$ cat config.mk
export PLATFORM = sky130hd
export DESIGN_NAME = uart_rx_os
export DESIGN_NICKNAME = d
export VERILOG_FILES = /design/src/rtl/uart_rx_os.sv
export SDC_FILE = /design/constraint.sdc
export NUM_CORES = 1
export LEC_CHECK = 0
export CAP_MARGIN = 20
export CORE_UTILIZATION = 35
export DETAILED_ROUTE_END_ITERATION = 12
export PLACE_DENSITY_LB_ADDON = 0.12
export SYNTH_ARGS = -nofsm -noshare
export SYNTH_HDL_FRONTEND = slang
export SYNTH_SLANG_ARGS = --single-unit
$ cat constraint.sdc
create_clock -name clk -period 2.1 [get_ports clk]
set_clock_uncertainty 0.05 [all_clocks]
set_input_delay 0.42 -clock clk [delete_from_list [all_inputs] [get_ports clk]]
set_output_delay 0.42 -clock clk [all_outputs]
set_load 0.005 [all_outputs]
$ cat src/rtl/uart_rx_os.sv
// rtl/uart_rx_os.sv - oversampling UART receiver with majority vote and error flags
//
// Purpose: receives asynchronous serial frames (start, DATA_BITS LSB first,
// optional parity, STOP_BITS stop bits) at OVERSAMPLE samples per bit. Each
// bit value is the 2-of-3 majority of the samples around mid-bit. The received
// word is held on a valid/ready interface together with its error flags.
//
// Ports:
//   clk         system clock
//   rst_n       synchronous reset, active low
//   rx          asynchronous serial line, idle high
//   data        received word, stable while data_valid=1
//   data_valid  word available, held until data_valid&data_ready
//   data_ready  consumer accept
//   parity_err  parity mismatch for the word in data
//   frame_err   a stop bit was sampled low for the word in data
//   overrun     1-cycle pulse: a frame completed while a word was still held
//   busy        receiver is inside a frame
module uart_rx_os #(
  parameter int CLK_FREQ   = 100_000_000,
  parameter int BAUD_RATE  = 115200,
  parameter int OVERSAMPLE = 16,
  parameter int DATA_BITS  = 8,
  parameter int PARITY     = 0,
  parameter int STOP_BITS  = 1
) (
  input  logic                 clk,
  input  logic                 rst_n,
  input  logic                 rx,
  output logic [DATA_BITS-1:0] data,
  output logic                 data_valid,
  input  logic                 data_ready,
  output logic                 parity_err,
  output logic                 frame_err,
  output logic                 overrun,
  output logic                 busy
);

  localparam int DIV_RAW = CLK_FREQ / (BAUD_RATE * OVERSAMPLE);
  localparam int DIV     = (DIV_RAW < 1) ? 1 : DIV_RAW;
  localparam int TW      = (DIV > 1) ? $clog2(DIV) : 1;
  localparam int SW      = $clog2(OVERSAMPLE);
  localparam int BW      = $clog2(DATA_BITS);

  localparam logic [TW-1:0] T_LAST    = TW'(DIV - 1);
  localparam logic [SW-1:0] SC_V0     = SW'(OVERSAMPLE / 2 - 1);
  localparam logic [SW-1:0] SC_V1     = SW'(OVERSAMPLE / 2);
  localparam logic [SW-1:0] SC_V2     = SW'(OVERSAMPLE / 2 + 1);
  localparam logic [SW-1:0] SC_LAST   = SW'(OVERSAMPLE - 1);
  localparam logic [BW-1:0] BIT_LAST  = BW'(DATA_BITS - 1);
  localparam logic          STOP_LAST = (STOP_BITS == 2);

  typedef enum logic [2:0] {S_IDLE, S_START, S_DATA, S_PARITY, S_STOP} state_t;

  state_t               state, state_nx;
  logic                 rx_m, rx_s;
  logic [TW-1:0]        tcnt;
  logic [SW-1:0]        sc;
  logic [1:0]           smp;
  logic [BW-1:0]        bit_cnt;
  logic                 stop_cnt;
  logic [DATA_BITS-1:0] shreg;
  logic                 par_bit;
  logic                 fe_acc;
  logic                 tick, vote_now, wrap, vote, done;
  logic                 par_xor, par_err_calc;

  // The tick divider is parked in IDLE so every frame starts phase-aligned
  // to the detected start edge.
  assign tick     = (state != S_IDLE) && (tcnt == T_LAST);
  assign vote_now = tick && (sc == SC_V2);
  assign wrap     = tick && (sc == SC_LAST);
  assign vote     = (smp[0] & smp[1]) | (smp[0] & rx_s) | (smp[1] & rx_s);
  // Completion happens at the mid-bit vote of the last stop bit so the
  // receiver is back in IDLE early enough to catch a back-to-back start edge.
  assign done     = (state == S_STOP) && vote_now && (stop_cnt == STOP_LAST);
  assign busy     = (state != S_IDLE);

  assign par_xor      = ^{shreg, par_bit};
  assign par_err_calc = (PARITY == 1) ? ~par_xor : ((PARITY == 2) ? par_xor : 1'b0);

  always_ff @(posedge clk) begin
    if (!rst_n) begin
      rx_m <= 1'b1;
      rx_s <= 1'b1;
    end else begin
      rx_m <= rx;
      rx_s <= rx_m;
    end
  end

  always_ff @(posedge clk) begin
    if (!rst_n) state <= S_IDLE;
    else        state <= state_nx;
  end

  always_comb begin
    state_nx = state;
    case (state)
      S_IDLE:   if (!rx_s) state_nx = S_START;
      S_START: begin
        if (vote_now && vote) state_nx = S_IDLE;
        else if (wrap)        state_nx = S_DATA;
      end
      S_DATA:   if (wrap && (bit_cnt == BIT_LAST))
                  state_nx = (PARITY != 0) ? S_PARITY : S_STOP;
      S_PARITY: if (wrap) state_nx = S_STOP;
      S_STOP:   if (done) state_nx = S_IDLE;
      default:  state_nx = S_IDLE;
    endcase
  end

  always_ff @(posedge clk) begin
    if (!rst_n) begin
      tcnt       <= '0;
      sc         <= '0;
      smp        <= '0;
      bit_cnt    <= '0;
      stop_cnt   <= 1'b0;
      shreg      <= '0;
      par_bit    <= 1'b0;
      fe_acc     <= 1'b0;
      data       <= '0;
      data_valid <= 1'b0;
      parity_err <= 1'b0;
      frame_err  <= 1'b0;
      overrun    <= 1'b0;
    end else begin
      overrun <= 1'b0;
      if (state == S_IDLE) begin
        tcnt     <= '0;
        sc       <= '0;
        bit_cnt  <= '0;
        stop_cnt <= 1'b0;
        fe_acc   <= 1'b0;
      end else begin
        tcnt <= tick ? '0 : tcnt + 1'b1;
        if (tick) sc <= (sc == SC_LAST) ? '0 : sc + 1'b1;
        if (tick && (sc == SC_V0)) smp[0] <= rx_s;
        if (tick && (sc == SC_V1)) smp[1] <= rx_s;
        if ((state == S_DATA) && vote_now) shreg <= {vote, shreg[DATA_BITS-1:1]};
        if ((state == S_DATA) && wrap) bit_cnt <= bit_cnt + 1'b1;
        if ((state == S_PARITY) && vote_now) par_bit <= vote;
        if ((state == S_STOP) && vote_now && !vote) fe_acc <= 1'b1;
        if ((state == S_STOP) && wrap) stop_cnt <= stop_cnt + 1'b1;
      end

      if (done) begin
        if (!data_valid || data_ready) begin
          data       <= shreg;
          parity_err <= par_err_calc;
          frame_err  <= fe_acc | ~vote;
          data_valid <= 1'b1;
        end else begin
          overrun <= 1'b1;
        end
      end else if (data_valid && data_ready) begin
        data_valid <= 1'b0;
      end
    end
  end

endmodule

Word-level counts from Yosys, hierarchy flattened --
Cells that the tools add are included.
Storage, ports and cells: memories kept 0, output and inout port bits 13, latch bits 0, memory bits (read-only) 0, logic and storage cells 86, bits of input ports 4, flip-flop bits (word level) 41, memory bits (writable) 0
Cells by class: div/mod/pow operators 0, magnitude comparators 0, equal/unequal tests 16, mux-type cells 12, multipliers 0, add/subtract/negate cells 4, reductions and logical operators 29, bitwise operators 10, shift-type cells 0
Operator list (number):
- $mux 3 | 6
- $pmux 3 s5 | 1
- $logic_and 1x1->1 | 14
- $eq 4x4->1 const B | 3
- $reduce_and 2->1 | 6
- $ne 2x2->1 const B | 4
- $add 6x1->6 const B | 1
- $eq 3x2->1 const B | 2
- $eq 3x3->1 const B | 2
- $eq 6x6->1 const B | 1
- $reduce_and 5->1 | 1
- $add 4x1->4 const B | 1
- $eq 4x3->1 const B | 1
- $mux 1 | 4
- $mux 4 | 1
- $not 1->1 | 4
- $add 3x1->3 const B | 1
- $and 1x1->1 | 3
- $eq 3x1->1 const B | 1
- $logic_not 3->1 | 1
- $ne 3x3->1 const B | 1
- $or 1x1->1 | 3
- $reduce_bool 3->1 | 1
- $reduce_or 3->1 | 1
- 6 further kinds | 7

Longest topological paths before layout --
word-level depth 7, depth in mapped cells 8, gate-level depth less buffers 6

Worst setup path before layout --
OpenSTA, ideal clock, no wires.
path type flip-flop to flip-flop, start point register tcnt[3], end point register data[0], path buffers 3, data required time 1.978 ns, cell stages (with the launch flop) 8, setup time 0.072 ns, setup slack 0.596 ns, clock period less this slack 1.504 ns, data arrival time 1.382 ns, cell sequence dfxtp_1 > and4b_1 > buf_6 > and2_2 > buf_4 > nand4_2 > buf_6 > mux2i_1
On the way: longest elaborated chain between the ends 6
RTL lines:
- start: declaration | line 57 | logic [TW-1:0] tcnt;
- start signal: assignment | line 137 | tcnt <= tick ? '0 : tcnt + 1'b1;
- $eq 6x6->1 | line 70 | assign tick = (state != S_IDLE) && (tcnt == T_LAST);
- $logic_and 1x1->1 | line 70
- $logic_and 1x1->1 | line 71 | assign vote_now = tick && (sc == SC_V2);
- $logic_and 1x1->1 (2 in series) | line 76 | assign done = (state == S_STOP) && vote_now && (stop_cnt == STOP_LAST);
- $reduce_and 2->1 (no source line)
- end signal: assignment | line 150 | data <= shreg;
- end: declaration | line 30 | output logic [DATA_BITS-1:0] data,
Every way passes these cells. A chain may end at the register's enable or synchronous reset.

Final worst setup path --
start point register state[2], end point output busy
On the way: longest elaborated chain between the ends 1
RTL lines:
- start: declaration | line 55 | state_t state, state_nx;
- start signal: assignment | line 94 | else state <= state_nx;
- $reduce_bool 3->1 | line 77 | assign busy = (state != S_IDLE);
- end: declaration | line 36 | output logic busy
Every way passes these cells.

==> metrics.txt <==
Syn Std Cell Area 0.001778 mm²; first-pass iteration count of the detailed router 4; die area 0.005369 mm²; RSZ-0062 raised after global routing false; data required time of the worst path about 1.6 ns; slowest CP cell clkdlybuf4s50_1; reg-to-reg critical path startpoint state[0]; antenna violations before repair 0; dominant synthesized flop cell dfxtp_1; Max stage delay on crit path 0.47 ns; cell count after synthesis 185; wirelength, routed 3319 µm; Die W 73.28 µm; status complete, no violations; WL per Instance 12.16 µm; number of placement rows 25; fmax 0.5043 GHz; detailed-route DRC error count 0; Longest Clk Path Bufs 2; number of cells traversed by the worst hold path 1; Comb power frac 3.8%; Seq/Total Area, Yosys 46.16%; CTS Hold Bufs 0; total of max-cap violations 0; switching pwr 301.5 µW; # resized after CTS 0; Final Critical Period 1.983 ns; cell chosen for the clock root clkbuf_8; class of the most critical hold timing path reg -> reg; clock group share of total power 43.4%; pin count of the biggest net entering global routing 30; Int Pwr around 1200 µW; total number of vias 1314; clock buffers created by TritonCTS 5; final net count 216; number of buffer cells added on primary ports 15; Mapped Avg Cell Area 9.611 µm²; mean number of vias per cell slightly below 5; EDFF count, synth 0; endpoints failing setup 0; start point of the worst hold path rx_m; portion of the clock cycle consumed by the worst path in the final layout 94.42%; highest fanout seen on the critical path 5; FF+latch count, synth 41; worst-case setup slack after placement approximately 0.23 ns; Worst Hold Path EP rx_s; drt initial violations 90; count of distinct cell types in the synthesized netlist 40; clk sinks 41; CTS HTree Levels 2; Post-Syn Nets about 200; worst-path cell chain or3_1, clkdlybuf4s50_1; final weighted congestion of routability-driven global placement between 0.8 and 0.9; leading cell types by count after synthesis dfxtp_1, nand2_1, mux2i_1, nor2_1, ha_1; number of antenna diodes 0; total power density per cell area roughly 700 mW/mm²; fraction of post-synthesis cell area in the top cell type by area 46.16%; post-route worst setup slack approximately 0.12 ns; Max VDD drop approximately 320 µV; share of synthesized flip-flops with an asynchronous set or reset 0%; kind of critical path reg -> out; initial cell density of the core between 30% and 40%; CP arrival 1.51 ns; sequential cell fraction of total power 52.8%; wire length of the first global-routing pass 5658 µm; top post-synthesis cells by area dfxtp_1, mux2i_1, nand2_1; cell family with most CP delay buffers and inverters; r2r endpoint sc[3]; fraction of layout instances using a drive strength above 1 9.223%; cell accounting for the most synthesized area dfxtp_1; yosys warns 0; Buf+Inv Stages, Crit Path 1; leak pwr 0.0009138 µW; critical path launch point type flop; via count of the first global-routing pass 1235; final hold viol count 0; max-slew violation total from the final report 0; register-to-register setup slack 0.49 ns; GRT Util Overall 14.12%; Post-DRT Antenna Nets 0; Placeable Area 0.004817 mm²; Final HPWL DP 2394 µm; clock-pin slew on the worst setup and hold paths approximately 0.070 ns; remaining global-route overflow 0; clock insertion delay at the later pin of the skew report 0.29 ns; total negative setup slack 0 ns; number of buffers inserted to repair setup after CTS 0; Area Growth Syn to Fin 19.07%; count leader, synth dfxtp_1; Ports 17; R2R depth 5; vertical extent of the die around 73 µm; crit end category primary output; switching fraction of total power 20.16%; clock tree from TritonCTS built
==> how the worst max path moves through the flow <==
stage,from,endpoint,slack [ns],depth (start not counted)
after CTS,state[2],busy,0.11,2
after floorplan,tcnt[3],data[0],0.60,7
after global placement,rst_n,tcnt[4],0.29,5
final,state[2],busy,0.12,2
after detailed placement,rst_n,tcnt[2],0.23,5
after global routing,state[2],busy,0.06,2
==> flip-flops by register name (all words and copies together), names as in the netlist <==
name        cells
frame_err       1
state           3
bit_cnt         3
rx_s            1
overrun         1
tcnt            6
rx_m            1
data_valid      1
shreg           8
sc              4
smp             2
stop_cnt        1
fe_acc          1
data            8
==> power by group through the flow <==
| stage | sequential, µW | clock (µW) | combinational (µW) |
|---|---|---|---|
| 2_1_floorplan | 806 | 0 | 37.0 |
| 3_3_place_gp | 808 | 0 | 56.4 |
| 3_5_place_dp | 808 | 0 | 56.4 |
| 4_1_cts | 790 | 670 | 56.8 |
| 5_1_grt | 791 | 706 | 61.4 |
| 6_report | 790 | 649 | 56.3 |
==> layout make-up <==
type	count	area (µm²)
repair buffers	22	202.7
fillers	512	2700
inverters	3	11.26
well taps	67	83.83
multi-input cells	132	882.1
clock buffers	7	86.33
flip-flops and latches	41	820.8
clock inverters	1	30.03
==> layout by cell type (no fill, tap or decap), types with 2 or more instances in the layout <==
| cell | Yosys | final |
|---|---|---|
| or4_1 | 2 | 2 |
| nand2b_1 | 3 | 3 |
| nand4_1 | 4 | 4 |
| o21ai_0 | 3 | 3 |
| a21oi_1 | 6 | 6 |
| o31ai_1 | 2 | 2 |
| clkdlybuf4s50_1 | 0 | 15 |
| o21a_1 | 3 | 3 |
| nor3_1 | 3 | 3 |
| xor2_1 | 5 | 5 |
| nand3_1 | 5 | 5 |
| nor3b_1 | 2 | 2 |
| nor2_1 | 19 | 19 |
| inv_1 | 3 | 3 |
| ha_1 | 7 | 7 |
| nand2_1 | 24 | 24 |
| xnor2_1 | 2 | 2 |
| buf_4 | 4 | 7 |
| and3_1 | 2 | 2 |
| clkbuf_8 | 0 | 6 |
| dfxtp_1 | 41 | 41 |
| a31oi_1 | 3 | 3 |
| mux2i_1 | 20 | 20 |
==> stage by stage <==
stage | total power [µW] | cell area, µm² | instances | utilization [%] | hold WS [ns]
2_1_floorplan | 843.4 | 1778 | 185 | - | 0.3363
3_3_place_gp | 864.4 | 2001 | 265 | 41.53 | 0.3429
3_5_place_dp | 864.3 | 2001 | 265 | 41.53 | 0.3440
4_1_cts | 1516 | 2117 | 273 | 43.95 | 0.3623
5_1_grt | 1559 | 2117 | 273 | 43.95 | 0.3785
6_report | 1495 | 2117 | 273 | 43.95 | 0.3593
==> cell families after synthesis <==
| family | share of synthesized area [%] |
|---|---|
| adder cells (fa/ha/maj) | 4.926 |
| flip-flops | 46.16 |
| other | 0.2109 |
| XOR/XNOR | 3.448 |
| AND/OR/NAND/NOR | 22.31 |
| multiplexers | 11.26 |
| AO/OA/AOI/OAI | 7.460 |
| buffers and inverters | 4.222 |
==> layer usage <==
layer,up-vias,share of wire [%],global-route usage [%]
met2,14,49,24.49
met1,614,47,16.16
met5,-,0,0
met4,0,1.5,5.229
li1,681,-,-
met3,5,2.9,4.527
No activity file was read; power rests on OpenSTA's default activity.
